**config.mk**
```make
export PLATFORM = sky130hd
export DESIGN_NAME = intc
export DESIGN_NICKNAME = d
export VERILOG_FILES = /design/src/rtl/intc_pkg.sv /design/src/rtl/int_sync.sv /design/src/rtl/intc.sv
export SDC_FILE = /design/constraint.sdc
export NUM_CORES = 1
export LEC_CHECK = 0
export ABC_AREA = 1
export BUFFER_PORTS_ARGS = -buffer_cell sky130_fd_sc_hd__buf_2
export CAP_MARGIN = 20
export CORE_UTILIZATION = 42
export DETAILED_ROUTE_END_ITERATION = 10
export PLACE_DENSITY_LB_ADDON = 0.05
export SLEW_MARGIN = 20
export SYNTH_ARGS = -nofsm -noshare
export SYNTH_HDL_FRONTEND = slang
export SYNTH_HIERARCHICAL = 1
export SYNTH_SLANG_ARGS = --single-unit
export TNS_END_PERCENT = 20
```
**constraint.sdc**
```tcl
create_clock -name clk -period 1 [get_ports clk]
set_clock_uncertainty 0.1 [all_clocks]
set_input_delay 0.1 -clock clk [delete_from_list [all_inputs] [get_ports clk]]
set_output_delay 0.1 -clock clk [all_outputs]
set_load 0.03 [all_outputs]
```
**src/rtl/intc_pkg.sv**
```systemverilog
// Shared constants for the external interrupt controller: register offsets,
// default bus base address and the width of the core's hard interrupt input.
`default_nettype none

package intc_pkg;
  localparam int          CPU_N_HARD_INT   = 6;
  localparam logic [31:0] INTC_BASE        = 32'h0000_7F40;

  typedef logic [3:0] intc_off_t;

  localparam intc_off_t   INTC_OFF_RAW     = 4'h0;
  localparam intc_off_t   INTC_OFF_PENDING = 4'h4;
  localparam intc_off_t   INTC_OFF_MASK    = 4'h8;
  localparam intc_off_t   INTC_OFF_MODE    = 4'hC;

  // Word-aligned register offset; byte-lane bits are ignored.
  function automatic intc_off_t intc_reg_off(input logic [3:0] addr_lo);
    return {addr_lo[3:2], 2'b00};
  endfunction
endpackage

`default_nettype wire

```
**src/rtl/int_sync.sv**
```systemverilog
// Multi-stage flip-flop synchroniser for asynchronous interrupt sources.
`default_nettype none

module int_sync #(
  parameter int WIDTH  = 6,
  parameter int STAGES = 2
) (
  input  logic             clk,
  input  logic             rst,
  input  logic [WIDTH-1:0] d,
  output logic [WIDTH-1:0] q
);

  logic [STAGES-1:0][WIDTH-1:0] chain;

  always_ff @(posedge clk or negedge rst) begin
    if (!rst) begin
      chain <= '0;
    end else begin
      chain <= {chain[STAGES-2:0], d};
    end
  end

  assign q = chain[STAGES-1];

endmodule

`default_nettype wire

```
**src/rtl/intc.sv**
```systemverilog
// External interrupt controller: synchronises sources, latches edge/level
// requests, masks them and drives the core's registered hard_int lines.
`default_nettype none

module intc
  import intc_pkg::*;
#(
  parameter int          N_SRC       = 6,
  parameter int          SYNC_STAGES = 2,
  parameter logic [31:0] BASE_ADDR   = INTC_BASE
) (
  input  logic                      clk,
  input  logic                      rst,
  input  logic [N_SRC-1:0]          irq_src,
  input  logic                      bus_wr,
  input  logic                      bus_rd,
  input  logic [31:0]               bus_addr,
  input  logic [31:0]               bus_wdata,
  output logic [31:0]               bus_rdata,
  output logic [CPU_N_HARD_INT-1:0] hard_int
);

  logic [N_SRC-1:0] sync_out;
  logic [N_SRC-1:0] s;
  logic [N_SRC-1:0] prev;
  logic [N_SRC-1:0] pending;
  logic [N_SRC-1:0] mask;
  logic [N_SRC-1:0] mode;

  logic [N_SRC-1:0] pending_next;
  logic [N_SRC-1:0] mask_next;
  logic [N_SRC-1:0] mode_next;
  logic [N_SRC-1:0] edge_set;
  logic [N_SRC-1:0] w1c;
  logic [CPU_N_HARD_INT-1:0] hard_next;

  logic      hit;
  intc_off_t off;
  logic      wr_pending;
  logic      wr_mask;
  logic      wr_mode;
  logic      unused_bus_bits;

  int_sync #(
    .WIDTH  (N_SRC),
    .STAGES (SYNC_STAGES)
  ) u_sync (
    .clk (clk),
    .rst (rst),
    .d   (irq_src),
    .q   (sync_out)
  );

  assign hit        = (bus_addr[31:4] == BASE_ADDR[31:4]);
  assign off        = intc_reg_off(bus_addr[3:0]);
  assign wr_pending = bus_wr && hit && (off == INTC_OFF_PENDING);
  assign wr_mask    = bus_wr && hit && (off == INTC_OFF_MASK);
  assign wr_mode    = bus_wr && hit && (off == INTC_OFF_MODE);

  assign unused_bus_bits = ^{bus_addr[1:0], bus_wdata};

  // Pending uses the current MODE so a mode change only alters behaviour from
  // the following cycle; a fresh edge always wins over a same-cycle W1C.
  always_comb begin
    mask_next    = wr_mask ? bus_wdata[N_SRC-1:0] : mask;
    mode_next    = wr_mode ? bus_wdata[N_SRC-1:0] : mode;
    edge_set     = s & ~prev;
    w1c          = wr_pending ? bus_wdata[N_SRC-1:0] : '0;
    pending_next = (mode & (edge_set | (pending & ~w1c))) | (~mode & s);
    hard_next    = '0;
    hard_next[N_SRC-1:0] = pending_next & mask_next;
  end

  always_ff @(posedge clk or negedge rst) begin
    if (!rst) begin
      s        <= '0;
      prev     <= '0;
      pending  <= '0;
      mask     <= '0;
      mode     <= '1;
      hard_int <= '0;
    end else begin
      s        <= sync_out;
      prev     <= s;
      pending  <= pending_next;
      mask     <= mask_next;
      mode     <= mode_next;
      hard_int <= hard_next;
    end
  end

  always_comb begin
    bus_rdata = '0;
    if (bus_rd && hit) begin
      case (off)
        INTC_OFF_RAW:     bus_rdata[N_SRC-1:0] = s;
        INTC_OFF_PENDING: bus_rdata[N_SRC-1:0] = pending;
        INTC_OFF_MASK:    bus_rdata[N_SRC-1:0] = mask;
        INTC_OFF_MODE:    bus_rdata[N_SRC-1:0] = mode;
        default:          bus_rdata = '0;
      endcase
    end
  end

endmodule

`default_nettype wire

```
==> results of run 1 <==
worst min path at each step:
stage | startpoint | to | slack (ns) | cells after the start
4_1_cts | bus_wdata[4] | pending[4]$_DFF_PN0_ | 0.02 | 4
5_1_grt | bus_wdata[4] | pending[4]$_DFF_PN0_ | 0.05 | 4
2_1_floorplan | rst | hard_int[0]$_DFF_PN0_ | -0.30 | 0
3_5_place_dp | rst | pending[5]$_DFF_PN0_ | 0.009 | 2
6_report | bus_wdata[4] | pending[4]$_DFF_PN0_ | 0.03 | 4
3_3_place_gp | rst | hard_int[5]$_DFF_PN0_ | 0.003 | 2
worst reg2reg max path, cell delays in order, from the launching register on:
cell     delay (ns)
dfrtp_1        0.34
inv_2          0.04
buf_4          0.12
buf_4          0.12
buf_4          0.12
nand2_1        0.07
nand2_2        0.06
a21oi_2        0.10
power breakdown:
group          switching, mW  total [mW]  internal, mW  leakage (nW)
sequential            0.0368        2.05          2.01         0.534
combinational          0.406       0.677         0.271          1.23
clock                  0.649        1.39         0.740        0.0541
repair_timing:
| action | in CTS | in global routing |
|---|---|---|
| gates resized for setup | 43 | 28 |
| endpoints found under the hold margin | 60 | 0 |
| pin swaps | 9 | 8 |
| cloned | 0 | 1 |
| endpoints found under the setup margin | 36 | 36 |
| setup buffers | 2 | 4 |
| hold buffers | 13 | 0 |
metal layers:
layer	vias up	routed length, microns	GRT usage, %
met5	-	0	0
met4	0	53	5.74
met3	6	182	3.65
met2	45	2770	34.4
met1	961	2580	26.3
li1	1008	-	-
logic make-up (layout without fill, tap and decap cells):
logic type	after synthesis	after routing	synth area share, %
AOI/OAI and AO/OA	24	24	7.74
buffers and inverters	75	162	17.8
DFF	48	48	49.8
other	1	26	0.155
and+or+nand+nor	121	121	24.5
stage by stage:
| step | cells | hold slack, ns |
|---|---|---|
| 2_1_floorplan | 294 | -0.296 |
| 3_3_place_gp | 426 | 0.00258 |
| 3_5_place_dp | 426 | 0.00939 |
| 4_1_cts | 449 | 0.0202 |
| 5_1_grt | 453 | 0.0491 |
| 6_report | 453 | 0.0294 |
state kept, by name, indices dropped and copies added, names as in the netlist:
signal        count
hard_int          6
mask              6
mode              6
pending           6
prev              6
s                 6
u_sync/chain      6
u_sync/q          6
placed cells by master, fill, tap and decap left out:
cell / count
nor2_2: 13
nand2_1: 46
clkbuf_16: 1
clkbuf_8: 5
nand2_4: 1
clkinvlp_4: 1
nor2_8: 1
o21ai_2: 6
nand3_4: 2
conb_1: 26
nand4_2: 4
buf_4: 35
nand2_2: 25
buf_8: 1
nand4_1: 11
inv_1: 32
bufinv_16: 1
nor3_4: 1
a21oi_4: 6
buf_2: 43
a221oi_2: 5
dfstp_2: 6
a21oi_2: 6
nor2_4: 2
clkinv_2: 1
dlygate4sd3_1: 13
nand3_2: 2
nor2_1: 13
buf_6: 18
a221oi_1: 1
buf_12: 4
inv_2: 7
dfrtp_1: 42
layout make-up:
type / count / area share [%]
Sequential cell: 48 / 33.8
Multi-Input combinational cell: 171 / 30.4
Timing Repair Buffer: 115 / 26.0
Inverter: 39 / 4.10
Tap cell: 72 / 2.52
Clock buffer: 5 / 1.93
Clock inverter: 3 / 1.19
==> run metrics, run 1 <==
fill cell count=471; VDD IR max=0.873 mV; Cell Area, Synth=2420 sq um; Hold Vio Cnt, Final=0; EDFF count, synth=0; ys async rst share=100%; Synth area leader=dfrtp_1; Worst-Skew Late Latency=0.30 ns; Area Overhead vs Synth=47.4%; reg2reg start=mask[1]$_DFF_PN0_; CTS clk-pin slew, worst paths=0.09 ns; Syn Area/Cell=9.01 sq um; MaxCap Viol Count=0; Mapped Cells=269; crit share post-route=155%; GRT Residual Overflow=0; vias in the first global route=2,067; Worst Reg-to-Reg Cells=7; synth cell count leaders=nand2_1, dfrtp_1, inv_1, buf_4, nor2_1; fin area=3570 sq um; first-pass iteration count of the detailed router=4; worst-path cell chain=a221oi_2 -> buf_4 -> a21oi_4 -> buf_6; register area=1210 sq um; Max clock buf depth=2; critical path's largest stage delay=0.56 ns; DR vias/cell=4.46; Final min period=1.55 ns; Post-DP Area=3060 sq um; Post-Route WL=5580 microns; Final WS setup=-0.547 ns; crit path kind=reg -> out; status=complete, but fails checks; HPWL after detailed placement=3880 microns; antenna-violating nets left=0; vias=2,020; core area=5540 sq um; Final Setup Violations=36; Die Ht=78.0 microns; first-pass GRT wire length=9400 microns; Pwr Total=4.12 mW; Buf/Inv on CP=2; setup repair after global routing missed its margin=true; startpoint class of the critical path=flop; antenna violations before repair=0; final core occ=64.5%; hold crit path type=in -> reg; TritonCTS buffer count=5; Slowest-stage cell, CP=dfstp_2; H-tree depth=2; Final Slew Violations=0; # diodes=0; top cells by area, synth=dfrtp_1, buf_4, nand2_1; Worst Setup SP=mode[5]$_DFFE_PN1P_; GPL Wtd Cong=0.795; PwrDens=1150 nW/um^2; Ports=112; Remaining DRCs=0; Max FO, Critical Path=2; failing checks=setup timing; Worst path top cell family by delay=flip-flops; CTS root buffer=clkbuf_8; Synth Flop Type=dfrtp_1; Port Buf Inserts=57; Cell variety after synth=25; worst path required time=0.80 ns; maximum number of pins on one net before global-route repair=49; most frequent cell after synthesis=nand2_1; Static Leak=1.81 nW; Nets=454; Setup Total Neg Slack=-5.49 ns; GRT Util Overall=20.2%; reg2reg end=hard_int[1]$_DFF_PN0_; chip width=78.0 microns; R2R setup slack=-0.13 ns; area share of the largest cell type after synthesis=43.3%; CTS Sinks=48; full die area=6080 sq um; synth warn=6; pre-CTS worst setup slack=-0.504 ns; Worst Setup EP=bus_rdata[5]; share of cells above drive strength 1=51.7%; Initial Util=43.8%; area of the multi-input gates=1090 sq um; CTS tree=built; synthesized flop and latch total=48; register area share after synthesis=49.8%; Max Clk Rate=646 MHz; Crit path arrival time=1.35 ns; post-detailed-route wirelength per cell=12.3 microns; DRT iter0 DRCs=79; Rows=27; Worst path depth=4; CP endpoint kind=primary output
No activity file was read; power rests on OpenSTA's default activity.
==> run 2: changes to the inputs <==
--- a/config.mk
+++ b/config.mk
@@ -5,12 +5,11 @@
 export SDC_FILE = /design/constraint.sdc
 export NUM_CORES = 1
 export LEC_CHECK = 0
-export ABC_AREA = 1
 export BUFFER_PORTS_ARGS = -buffer_cell sky130_fd_sc_hd__buf_2
 export CAP_MARGIN = 20
-export CORE_UTILIZATION = 42
+export CORE_UTILIZATION = 41
 export DETAILED_ROUTE_END_ITERATION = 10
-export PLACE_DENSITY_LB_ADDON = 0.05
+export PLACE_DENSITY = 0.79
 export SLEW_MARGIN = 20
 export SYNTH_ARGS = -nofsm -noshare
 export SYNTH_HDL_FRONTEND = slang
==> run metrics, run 2 <==
CTS Sinks=48 (unchanged); commonest cells after routing, fill and taps aside=dfrtp_1, buf_2, buf_4; Final WS setup=-0.643 ns (-0.0957 ns); Ports=112 (unchanged); PwrDens=1130 nW/um^2 (-2.2%); Die Ht=75.5 microns (-3.2%); antenna violations before repair=0 (unchanged); Setup Total Neg Slack=-11.23 ns (-5.74 ns); antenna-violating nets left=0 (unchanged); Post-DP Area=2750 sq um (-10%); VDD IR max=0.649 mV (-26%); DRT iter0 DRCs=86 (+8.9%); TritonCTS buffer count=5 (unchanged); Final Slew Violations=0 (unchanged); vias=1,749 (-13%); Final Setup Violations=36 (unchanged); full die area=5690 sq um (-6.4%); worst path required time=0.80 ns (about the same); Initial Util=43.0% (-0.73 points); most frequent cell after synthesis=dfrtp_1; crit path kind=reg -> out; HPWL after detailed placement=3600 microns (-7.2%); Static Leak=1.56 nW (-14%); Port Buf Inserts=57 (unchanged); EDFF count, synth=0 (unchanged); Max clock buf depth=2 (unchanged); Worst-Skew Late Latency=0.30 ns (about the same); Cell Area, Synth=2210 sq um (-8.8%); first-pass GRT wire length=8800 microns (-6.4%); Rows=26 (-3.7%); synthesized flop and latch total=48 (unchanged); area share of the largest cell type after synthesis=47.5% (+4.2 points); DR vias/cell=4.95 (+11%); Remaining DRCs=0 (unchanged); Crit path arrival time=1.44 ns (+0.09 ns); Post-Route WL=5640 microns (+1.0%); hold path depth=3 (-1); pre-CTS worst setup slack=-0.860 ns (-0.356 ns); hold crit path type=in -> reg; GRT Residual Overflow=0 (unchanged); Final min period=1.64 ns (+0.0957 ns); Syn Area/Cell=12.5 sq um (+39%); CP endpoint kind=primary output; top cells by area, synth=dfrtp_1, buf_4, dfstp_2; maximum number of pins on one net before global-route repair=49 (unchanged); MaxCap Viol Count=0 (unchanged); Max FO, Critical Path=3 (+1); vias in the first global route=1,795 (-13%); chip width=75.5 microns (-3.2%); commonest non-fill, non-tap cell in the layout=dfrtp_1; Synth Flop Type=dfrtp_1; synth cell count leaders=dfrtp_1, buf_4, nand2_1, nand4_1, nor2b_1; CTS root buffer=clkbuf_8; synth warn=6 (unchanged); share of cells above drive strength 1=55.1% (+3.4 points); CTS tree=built; failing checks=setup timing; GRT Util Overall=21.8% (+1.6 points); Max Clk Rate=609 MHz (-5.8%); H-tree depth=2 (unchanged); register area share after synthesis=54.6% (+4.8 points); Nets=356 (-22%); Cell variety after synth=27 (+8.0%); Area Overhead vs Synth=49.9%; status=complete, but fails checks; # diodes=0 (unchanged); Worst Reg-to-Reg Cells=3 (-4); setup repair after global routing missed its margin=true; core area=5140 sq um (-7.2%); post-detailed-route wirelength per cell=16.0 microns (+30%); GPL Wtd Cong=0.871 (+9.6%); fin area=3320 sq um (-7.2%); first-pass iteration count of the detailed router=4 (unchanged); Hold Vio Cnt, Final=0 (unchanged); Mapped Cells=177 (-34%); ys async rst share=100% (unchanged); crit share post-route=164% (+9.6 points); CTS clk-pin slew, worst paths=0.09 ns (about the same); Synth area leader=dfrtp_1; startpoint class of the critical path=flop
## run 2: path summary, 6_finish.rpt
kind	end	start	slack (ns)
min in group asynchronous	pending[2]$_DFF_PN0_	rst	0.20
worst max register to register	hard_int[1]$_DFF_PN0_	mode[1]$_DFFE_PN1P_	-0.18
worst max-delay path	bus_rdata[1]	s[1]$_DFF_PN0_	-0.64
worst min register to register	u_sync/q[0]$_DFF_PN0_	u_sync/chain[0]$_DFF_PN0_	0.25
max in group asynchronous	mode[5]$_DFFE_PN1P_	rst	0.32
worst min-delay path	mode[2]$_DFFE_PN1P_	bus_wdata[2]	0.06
## run 2: logic make-up after synthesis
group / Yosys count / synth area share, %
AND/OR/NAND/NOR: 60 / 17.1
AO/OA/AOI/OAI: 18 / 5.77
multiplexers: 12 / 10.2
other: 1 / 0.170
buffers and inverters: 38 / 12.1
flip-flops: 48 / 54.6
## run 2: final cells by class
type | instances | area, sq um
Multi-Input combinational cell | 116 | 1060
Sequential cell | 48 | 1210
Clock buffer | 6 | 82.6
Fill cell | 403 | 1820
Timing Repair Buffer | 111 | 867
Tap cell | 70 | 87.6
Clock inverter | 2 | 10.0
## run 2: repair_timing
| action | in CTS | in global routing |
|---|---|---|
| setup endpoints to repair | 36 | 36 |
| hold buffers | 10 | 0 |
| resized for setup | 60 | 10 |
| hold endpoints to repair | 61 | 0 |
| pin swaps | 14 | 15 |
| buffers inserted | 3 | 7 |
## run 2: per-layer routing
| layer | wire, microns | global-route usage, % | vias up | part of all wire [%] |
|---|---|---|---|---|
| li1 | - | - | 789 | - |
| met1 | 2230 | 25.5 | 860 | 39 |
| met2 | 2890 | 36.9 | 74 | 51 |
| met3 | 271 | 5.69 | 26 | 4.8 |
| met4 | 252 | 11.5 | 0 | 4.5 |
| met5 | 0 | 0 | - | 0 |
## run 2: through the flow
step | power, mW | std cells | util (%) | hold WS (ns)
after CTS | 3.75 | 347 | 62.3 | 0.0481
after floorplan | 2.37 | 202 | - | -0.296
after global routing | 3.89 | 353 | 64.5 | 0.0430
after detailed placement | 2.51 | 327 | 53.4 | 0.000824
after global placement | 2.49 | 327 | 53.4 | -0.00427
final | 3.73 | 353 | 64.5 | 0.0648
## run 2: power by group
part / internal [mW] / switching (mW)
clock network: 0.552 / 0.622
registers: 2.00 / 0.0260
logic: 0.226 / 0.306
## run 2: worst max-delay path: stages, from the launching register on
cell     delay, ns
dfrtp_1       0.41
mux4_2        0.46
nor2b_4       0.14
buf_6         0.13
